### src/rtl/lcb_responder_if.sv
// LCB responder bus bundle: received-byte strobe, answer RAM read port,
// RS485 serial line with direction controls, and status pulses.
interface lcb_responder_if;
  logic [7:0] iData;
  logic       iValid;
  logic [7:0] iRdData;
  logic [7:0] oRdAddr;
  logic       oRdEn;
  logic       tx;
  logic       dirTX;
  logic       dirRX;
  logic       oBusy;
  logic       oDone;
  logic       oErr;

  modport master (
    output iData, iValid, iRdData,
    input  oRdAddr, oRdEn, tx, dirTX, dirRX, oBusy, oDone, oErr
  );

  modport slave (
    input  iData, iValid, iRdData,
    output oRdAddr, oRdEn, tx, dirTX, dirRX, oBusy, oDone, oErr
  );
endinterface

### src/rtl/lcb_responder.sv
// LCB stand-in: validates a request frame from uartRx, waits a turnaround
// gap, then serializes a fixed-length answer (8N1, LSB first) fetched from a
// sync-read answer RAM, with RS485 driver control around the answer.
module lcb_responder #(
  parameter int          CLKS_PER_BIT = 16,
  parameter int          REQ_BYTES    = 4,
  parameter int          RESP_BYTES   = 16,
  parameter logic [7:0]  DEV_ADDR     = 8'h01,
  parameter int          TURN_CLKS    = 80,
  parameter int          TIMEOUT_CLKS = 400
) (
  input  logic           clk,
  input  logic           rst,
  lcb_responder_if.slave bus
);

  typedef enum logic [2:0] {S_IDLE, S_RECV, S_TURN, S_LOAD, S_SEND, S_GUARD} state_t;

  localparam logic [15:0] BIT_LAST  = 16'(CLKS_PER_BIT - 1);
  // Read issued three clocks before the stop bit ends: rd_en, RAM latency, latch.
  localparam logic [15:0] RD_ISSUE  = 16'(CLKS_PER_BIT - 3);
  localparam logic [15:0] TURN_LAST = 16'(TURN_CLKS - 1);
  localparam logic [15:0] TMO_LAST  = 16'(TIMEOUT_CLKS - 1);
  localparam logic [7:0]  REQ_LAST  = 8'(REQ_BYTES - 1);
  localparam logic [7:0]  RESP_LAST = 8'(RESP_BYTES - 1);

  state_t      state_q, state_d;
  logic [15:0] tmr_q, tmr_d;          // gap / turnaround / bit timer
  logic [7:0]  cnt_q, cnt_d;          // request byte count, then answer byte index
  logic [3:0]  bit_q, bit_d;          // 0 start, 1..8 data, 9 stop
  logic        rd_en_q, rd_en_d;
  logic [7:0]  rd_addr_q, rd_addr_d;
  logic        latch_q;               // RAM data valid this cycle
  logic        tx_q, tx_d;
  logic        dir_q, dir_d;
  logic        busy_q, busy_d;
  logic        done_q, done_d;
  logic        err_q, err_d;
  logic [7:0]  base_q, base_d;
  logic [7:0]  sh_q, sh_d;

  // Next-state and output decode for the request/answer sequencer.
  always_comb begin
    state_d   = state_q;
    tmr_d     = tmr_q;
    cnt_d     = cnt_q;
    bit_d     = bit_q;
    rd_en_d   = 1'b0;
    rd_addr_d = rd_addr_q;
    tx_d      = tx_q;
    dir_d     = dir_q;
    busy_d    = busy_q;
    done_d    = 1'b0;
    err_d     = 1'b0;
    base_d    = base_q;
    sh_d      = sh_q;

    // A byte arriving while the answer is in progress is dropped and flagged.
    if (bus.iValid && (state_q inside {S_TURN, S_LOAD, S_SEND, S_GUARD})) err_d = 1'b1;

    unique case (state_q)
      S_IDLE: begin
        if (bus.iValid && (bus.iData == DEV_ADDR)) begin
          state_d = S_RECV;
          cnt_d   = 8'd1;
          tmr_d   = '0;
          busy_d  = 1'b1;
        end
      end
      S_RECV: begin
        // A byte on the expiry cycle wins over the timeout.
        if (bus.iValid) begin
          cnt_d = cnt_q + 8'd1;
          tmr_d = '0;
          if (cnt_q == 8'd1) base_d = bus.iData;
          if (cnt_q == REQ_LAST) state_d = S_TURN;
        end else if (tmr_q == TMO_LAST) begin
          err_d   = 1'b1;
          busy_d  = 1'b0;
          state_d = S_IDLE;
        end else begin
          tmr_d = tmr_q + 16'd1;
        end
      end
      S_TURN: begin
        if (tmr_q == TURN_LAST) begin
          state_d = S_LOAD;
          tmr_d   = '0;
          cnt_d   = '0;
          dir_d   = 1'b1;
        end else begin
          tmr_d = tmr_q + 16'd1;
        end
      end
      S_LOAD: begin
        // Line held idle-high for one bit time with the driver on, then fetch byte 0.
        tmr_d = tmr_q + 16'd1;
        if (tmr_q == BIT_LAST) begin
          rd_en_d   = 1'b1;
          rd_addr_d = base_q;
        end
        if (latch_q) begin
          sh_d    = bus.iRdData;
          tx_d    = 1'b0;
          bit_d   = '0;
          tmr_d   = '0;
          state_d = S_SEND;
        end
      end
      S_SEND: begin
        tmr_d = tmr_q + 16'd1;
        // Next byte is fetched during the stop bit so bytes go out back-to-back.
        if ((bit_q == 4'd9) && (tmr_q == RD_ISSUE) && (cnt_q != RESP_LAST)) begin
          rd_en_d   = 1'b1;
          rd_addr_d = base_q + cnt_q + 8'd1;
        end
        if (tmr_q == BIT_LAST) begin
          tmr_d = '0;
          if (bit_q == 4'd9) begin
            if (cnt_q == RESP_LAST) begin
              state_d = S_GUARD;
            end else begin
              cnt_d = cnt_q + 8'd1;
              sh_d  = bus.iRdData;
              tx_d  = 1'b0;
              bit_d = '0;
            end
          end else begin
            bit_d = bit_q + 4'd1;
            tx_d  = (bit_q == 4'd8) ? 1'b1 : sh_q[bit_q[2:0]];
          end
        end
      end
      S_GUARD: begin
        if (tmr_q == BIT_LAST) begin
          dir_d   = 1'b0;
          done_d  = 1'b1;
          busy_d  = 1'b0;
          tmr_d   = '0;
          state_d = S_IDLE;
        end else begin
          tmr_d = tmr_q + 16'd1;
        end
      end
      default: state_d = S_IDLE;
    endcase
  end

  // Control state; reset drives the line idle and releases the RS485 driver at once.
  always_ff @(posedge clk or negedge rst) begin
    if (!rst) begin
      state_q   <= S_IDLE;
      tmr_q     <= '0;
      cnt_q     <= '0;
      bit_q     <= '0;
      rd_en_q   <= 1'b0;
      rd_addr_q <= '0;
      latch_q   <= 1'b0;
      tx_q      <= 1'b1;
      dir_q     <= 1'b0;
      busy_q    <= 1'b0;
      done_q    <= 1'b0;
      err_q     <= 1'b0;
    end else begin
      state_q   <= state_d;
      tmr_q     <= tmr_d;
      cnt_q     <= cnt_d;
      bit_q     <= bit_d;
      rd_en_q   <= rd_en_d;
      rd_addr_q <= rd_addr_d;
      latch_q   <= rd_en_q;
      tx_q      <= tx_d;
      dir_q     <= dir_d;
      busy_q    <= busy_d;
      done_q    <= done_d;
      err_q     <= err_d;
    end
  end

  // Data registers carry no reset; they are always written before being used.
  always_ff @(posedge clk) begin
    base_q <= base_d;
    sh_q   <= sh_d;
  end

  assign bus.oRdAddr = rd_addr_q;
  assign bus.oRdEn   = rd_en_q;
  assign bus.tx      = tx_q;
  assign bus.dirTX   = dir_q;
  assign bus.dirRX   = dir_q;
  assign bus.oBusy   = busy_q;
  assign bus.oDone   = done_q;
  assign bus.oErr    = err_q;

endmodule

### src/flat_wrapper.sv
// flat-port wrapper written by rule: the top's interface ports become plain ports
module lcb_responder_flat 
#(
  parameter int          CLKS_PER_BIT = 16,
  parameter int          REQ_BYTES    = 4,
  parameter int          RESP_BYTES   = 16,
  parameter logic [7:0]  DEV_ADDR     = 8'h01,
  parameter int          TURN_CLKS    = 80,
  parameter int          TIMEOUT_CLKS = 400
)
  (clk, rst, bus_iData, bus_iValid, bus_iRdData, bus_oRdAddr, bus_oRdEn, bus_tx, bus_dirTX, bus_dirRX, bus_oBusy, bus_oDone, bus_oErr);
  lcb_responder_if bus_i ();
  input  logic clk;
  input  logic rst;
  input wire logic [$bits(bus_i.iData)-1:0] bus_iData;
  input wire logic [$bits(bus_i.iValid)-1:0] bus_iValid;
  input wire logic [$bits(bus_i.iRdData)-1:0] bus_iRdData;
  output wire logic [$bits(bus_i.oRdAddr)-1:0] bus_oRdAddr;
  output wire logic [$bits(bus_i.oRdEn)-1:0] bus_oRdEn;
  output wire logic [$bits(bus_i.tx)-1:0] bus_tx;
  output wire logic [$bits(bus_i.dirTX)-1:0] bus_dirTX;
  output wire logic [$bits(bus_i.dirRX)-1:0] bus_dirRX;
  output wire logic [$bits(bus_i.oBusy)-1:0] bus_oBusy;
  output wire logic [$bits(bus_i.oDone)-1:0] bus_oDone;
  output wire logic [$bits(bus_i.oErr)-1:0] bus_oErr;
  assign bus_i.iData = bus_iData;
  assign bus_i.iValid = bus_iValid;
  assign bus_i.iRdData = bus_iRdData;
  assign bus_oRdAddr = bus_i.oRdAddr;
  assign bus_oRdEn = bus_i.oRdEn;
  assign bus_tx = bus_i.tx;
  assign bus_dirTX = bus_i.dirTX;
  assign bus_dirRX = bus_i.dirRX;
  assign bus_oBusy = bus_i.oBusy;
  assign bus_oDone = bus_i.oDone;
  assign bus_oErr = bus_i.oErr;
  lcb_responder #(.CLKS_PER_BIT(CLKS_PER_BIT), .REQ_BYTES(REQ_BYTES), .RESP_BYTES(RESP_BYTES), .DEV_ADDR(DEV_ADDR), .TURN_CLKS(TURN_CLKS), .TIMEOUT_CLKS(TIMEOUT_CLKS)) u_core (.clk(clk), .rst(rst), .bus(bus_i));
endmodule
### config.mk
export PLATFORM = sky130hd
export DESIGN_NAME = lcb_responder_flat
export DESIGN_NICKNAME = d
export VERILOG_FILES = /design/src/rtl/lcb_responder_if.sv /design/src/rtl/lcb_responder.sv /design/src/flat_wrapper.sv
export SDC_FILE = /design/constraint.sdc
export NUM_CORES = 1
export LEC_CHECK = 0
export BUFFER_PORTS_ARGS = -buffer_cell sky130_fd_sc_hd__buf_2
export CAP_MARGIN = 25
export CORE_MARGIN = 3
export CORE_UTILIZATION = 60
export DETAILED_ROUTE_END_ITERATION = 6
export HOLD_SLACK_MARGIN = 0.02
export PLACE_DENSITY_LB_ADDON = 0.12
export SETUP_SLACK_MARGIN = 0.3
export SLEW_MARGIN = 30
export SYNTH_ARGS = -nofsm -noshare
export SYNTH_HDL_FRONTEND = slang
export SYNTH_SLANG_ARGS = --single-unit
### constraint.sdc
create_clock -name clk -period 5.95 [get_ports clk]
set_input_delay 1.19 -clock clk [delete_from_list [all_inputs] [get_ports clk]]
set_output_delay 1.19 -clock clk [all_outputs]
set_load 0.1 [all_outputs]
# [After elaboration in Yosys (flattened, before gate mapping)]
# Cells that the tools add are included.
[word_totals] regBits=62 latch_bits=0 ramBits=0 romBits=0 in_bits=19 elab_cells=135 memories=0
[op_classes] n_addsub=5 mul=0 div=0 n_lt_le_gt_ge=1 eq_ne=33 shifts=0 muxes=61 n_bitwise=0 reduce_logical=21
[op_table] op="$mux W16" count=6
[op_table] op="$mux W8" count=12
[op_table] op="$pmux W16 S5" count=1
[op_table] op="$eq A16 B4 Y1 const B" count=2
[op_table] op="$pmux W8 S2" count=2
[op_table] op="$pmux W8 S4" count=1
[op_table] op="$mux W3" count=10
[op_table] op="$ne A2 B2 Y1 const B" count=10
[op_table] op="$mux W1" count=18
[op_table] op="$pmux W3 S6" count=1
[op_table] op="$add A16 B1 Y16 const B" count=1
[op_table] op="$add A8 B1 Y8 const B" count=2
[op_table] op="$eq A16 B7 Y1 const B" count=1
[op_table] op="$eq A16 B9 Y1 const B" count=1
[op_table] op="$eq A8 B1 Y1 const B" count=2
[op_table] op="$mux W4" count=4
[op_table] op="$reduce_and A3 Y1" count=4
[op_table] op="$reduce_and A5 Y1" count=2
[op_table] op="$reduce_and A9 Y1" count=1
[op_table] op="$add A8 B8 Y8" count=1
[op_table] op="$eq A4 B4 Y1 const B" count=2
[op_table] op="$eq A8 B2 Y1 const B" count=1
[op_table] op="$eq A8 B4 Y1 const B" count=1
[op_table] op="$ne A8 B4 Y1 const B" count=1
[op_table] op="other kinds (21)" count=34

# [Logic depth before layout (Yosys ltp)]
[logic_depth] depth_word=7 ltp_mapped=9 mapped_depth_nobuf=9

# [Least setup slack after synthesis]
# No wires, ideal clock.
[synth_timing] path_kind="in2reg" startpoint="input bus_iData[5]" endpoint="register u_core.cnt_q[3]" setup_ns=0.128 arrival_ns=2.487 required_ns=5.822 path_slack_ns=3.334 path_stages=6 n_path_buf=0 cell_sequence="nor4_1 a31oi_1 a311oi_1 nand3_2 o21ai_0 o31ai_1"
[synth_between] elab_chain_len=4
[synth_lines] element="from (decl)" line="flat_wrapper.sv:15" rtl="input wire logic [$bits(bus_i.iData)-1:0] bus_iData;"
[synth_lines] element="$eq A8 B1 Y1" line="lcb_responder.sv:63" rtl="if (bus.iValid && (bus.iData == DEV_ADDR)) begin"
[synth_lines] element="$logic_and A1 B1 Y1" line="lcb_responder.sv:63"
[synth_lines] element="$ne A2 B1 Y1 (no line)"
[synth_lines] element="$reduce_and A7 Y1 (no line)"
[synth_lines] element="to (signal assigned)" line="lcb_responder.sv:167" rtl="cnt_q <= cnt_d;"
[synth_lines] element="to (decl)" line="lcb_responder.sv:29" rtl="logic [7:0] cnt_q, cnt_d;"
# No other way between the ends.
# A chain may end at the register's enable or synchronous reset.

# [Worst setup path in the final report]
[layout_timing] startpoint="input bus_iData[5]" endpoint="register u_core.tmr_q[6]"
[layout_between] elab_chain_len=4
[layout_lines] element="$eq A8 B1 Y1" line="lcb_responder.sv:63"
[layout_lines] element="$logic_and A1 B1 Y1" line="lcb_responder.sv:63"
[layout_lines] element="$ne A2 B1 Y1 (no line)"
[layout_lines] element="$reduce_and A3 Y1 (no line)"
[layout_lines] element="to (signal assigned)" line="lcb_responder.sv:166" rtl="tmr_q <= tmr_d;"
[layout_lines] element="to (decl)" line="lcb_responder.sv:28" rtl="logic [15:0] tmr_q, tmr_d;"
# No other way between the ends.

==> impl_metrics.ini <==
[grt]
number_of_antenna_violations_at_the_first_check_in_global_routing = 0
top_usage_layer = met2
globalRoute.totalOverflow = 0
grt_pass1_vias = 2648
grt_start_max_net_pins = 47
gr-usage-met2 = 0.337
global_route.usage.met1 = 0.332
grt_util_all_layers = 0.228
grtUsageMet3 = 0.0523
grt_pass1_wl_mm = 12.9

[pwr]
sequential_share_of_power = 0.560
post-layout-total-power_w = 0.000874
swShare = 0.278
p_leak_nw = 1.68
comb_power_share = 0.087
max-vdd-ir-drop_v = 0.000167
p_clk_frac = 0.353
sw_power_w = 0.000243
internal_power_w = 0.000631
cellPowerDensity_nw_per_um2 = 218

[timing]
slew_headroom = 0.413
report.final.slew_viol_count = 0
setup_viol_count_final = 0
tns_ns = 0
slew_at_the_pin_with_the_worst_max_slew_slack_ns = 0.872
period_utilization = 0.453
fmaxAchievable_ghz = 0.371
timing.final.hold_violations = 0
grt_setup_unrepaired = no
layout_min_cycle_time_ns = 2.69
finClkSkew_ns = 0.00620

[clocking]
cts.sink_count = 62
tritoncts.num_buffers = 9
post_cts_resize_count = 0
clock-root-buffer = sky130_fd_sc_hd__clkbuf_8
clock_insertion_delay_worst_skew_ns = 0.34
cts_hold_buffers = 0
clockBufferDepth = 2
cts_setup_buffers = 0
ctsHtreeMaxLevel = 3
cts.clk_slew.worst_paths_ns = 0.07
clock_tree_from_tritoncts = built

[yosys]
post_synth_inst_count = 370
postSynthNetCount = 407
synth-seq-cells = 62
synth.distinct_cells = 62
dominantRegCellSynth = sky130_fd_sc_hd__dfrtp_1
synth-warning-count = 0
synth_enable_flop_cells = 16
portion_of_the_post_synthesis_area_used_by_sequential_elements = 0.447
avgSynthCellArea_um2 = 9.87
async_flop_share = 0.742
netlist_area_um2 = 3650

[setup_path]
crit-reg2reg-capture = u_core.tmr_q[6]
timing_worst_setup_path_type = in -> reg
worstSetupStartpoint = bus_iData[5]
r2r_setup_slk_ns = 3.34
worst_r2r_path_depth = 6
worstPathArrival_ns = 2.92
timing.critical_path.slowest_cell_delay_ns = 0.46
timing.critical_path.fanout_max = 19
cp_data_required_time_ns = 6.18
slowest_stage = sky130_fd_sc_hd__a211o_4
r2r_start = u_core.tmr_q[7]
worst_setup_path_start_kind = primary input
critical_path.endpoint_type = register
crit_chain = buf_2 -> nor4_1 -> a31oi_1 -> a211o_4 -> nand2b_4 -> o41ai_1

[floorplanning]
chipWidth_um = 84.0
dieArea_um2 = 7060
die_y_um = 84.0
row_count = 27
start_util = 0.640
fp.coreArea_um2 = 5710
design.portCount = 34

[route]
detailed_router_s_first_iteration_violation_count = 146
avgRoutedWirePerCell_um = 16.2
remaining_routing_drc_violations = 0
tritonroute_pass_1_iters = 4
via_per_inst = 6.19
num_vias = 2965
drt.antenna.violating_nets = 0
route.final.wire_length_mm = 7.77

[place]
detailed_place_hpwl_mm = 5.49
gp_routability_congestion = 0.891
numPortBuffers = 33
dp_cells = 462

[layout]
layout.nets = 439
mostFrequentLayoutCell = sky130_fd_sc_hd__dfrtp_1
fraction_of_final_layout_cells_with_drive_strength_greater_than_1 = 0.179
insertedDiodeCount = 0
fin_cells = 479
areaGrowthSynthToFinish_pct = 9.59
mostFrequentLayoutCells = sky130_fd_sc_hd__dfrtp_1 (45), sky130_fd_sc_hd__o21ai_0 (35), sky130_fd_sc_hd__nand2_1 (33)

[run]
cap_violations = 0

[min_path]
min-delay-start = u_core.bus.oRdEn
hold-path-cell-count = 0
min_delay_worst_type = reg -> reg
hold_end = u_core.latch_q

[outcome]
status = complete, no violations
==> power by group through the flow <==
stage | Sequential, W | Clock (W) | Combinational [W]
2_1_floorplan | 0.000486 | 0 | 0.0000572
3_3_place_gp | 0.000495 | 0 | 0.0000727
3_5_place_dp | 0.000496 | 0 | 0.0000750
4_1_cts | 0.000488 | 0.000311 | 0.0000756
5_1_grt | 0.000494 | 0.000334 | 0.0000846
6_report | 0.000490 | 0.000308 | 0.0000762
==> cell families after synthesis <==
kind of cell | synth area share
buffers and inverters | 0.0343
adder cells (fa/ha/maj) | 0.0637
AO/OA/AOI/OAI | 0.203
AND/OR/NAND/NOR | 0.220
flip-flops | 0.447
multiplexers | 0.0178
XOR/XNOR | 0.0144
==> state kept, by name (all words and copies together), names as in the netlist <==
register and count:
u_core.tmr_q 16, u_core.base_q 8, u_core.bus.oRdAddr 8, u_core.cnt_q 8
u_core.sh_q 8, u_core.bit_q 4, u_core.state_q 3, u_core.bus.dirRX 1
u_core.bus.oBusy 1, u_core.bus.oDone 1, u_core.bus.oErr 1, u_core.bus.oRdEn 1
u_core.bus.tx 1, u_core.latch_q 1
==> stage by stage <==
step | hold slack, ns | worst slack [ns] | utilization | instance area [um2]
after floorplan | 0.469 | 3.33 | - | 3650
after global placement | 0.354 | 2.91 | 0.671 | 3830
after detailed placement | 0.373 | 2.88 | 0.672 | 3840
after CTS | 0.389 | 3.24 | 0.700 | 4000
after global routing | 0.411 | 3.05 | 0.701 | 4000
final | 0.387 | 3.26 | 0.701 | 4000
==> layout make-up <==
type	instances	area [um2]
Tap cell	72	90.1
Sequential cell	62	1630
Inverter	13	48.8
Clock inverter	6	28.8
Timing Repair Buffer	34	175
Multi-Input combinational cell	282	1900
Clock buffer	10	128
Fill cell	454	1710
==> metal layers <==
metal	vias to the layer above	routed length [um]
met2	71	3510
met5	-	0
li1	1444	-
met4	0	110
met3	11	412
met1	1439	3740
==> synth_stat cells, drive strengths merged, types with 4 or more instances <==
master	number	share of area
nand2	34	0.036
edfxtp	16	0.13
a21boi	6	0.012
nand4	6	0.014
a31oi	10	0.017
and4	4	0.010
a21oi	21	0.032
inv	13	0.013
nand3	15	0.023
dfrtp	45	0.31
nor4	5	0.013
nand2b	8	0.016
nor2b	6	0.010
nor3	9	0.018
nor2	29	0.030
nor3b	4	0.0082
xor2	4	0.0096
ha	17	0.058
and3	6	0.010
o31ai	14	0.030
o21ai	44	0.061
buf	10	0.018
o41ai	4	0.0096
==> worst max-delay path by stage <==
stage / endpoint / slack (ns) / cells after the start
after floorplan: u_core.cnt_q[3] / 3.33 / 6
after global placement: u_core.tmr_q[6] / 2.91 / 6
after detailed placement: u_core.tmr_q[6] / 2.88 / 6
after CTS: u_core.tmr_q[6] / 3.24 / 6
after global routing: u_core.cnt_q[4] / 3.05 / 7
final: u_core.tmr_q[6] / 3.26 / 6
==> worst max-delay path, delay by kind of cell <==
family	cells	cell delay (ns)
buffers and inverters	1	0.10
AOI/OAI and AO/OA	3	1.07
and+or+nand+nor	2	0.56
Note: power is estimated with default switching activity, not from simulation.
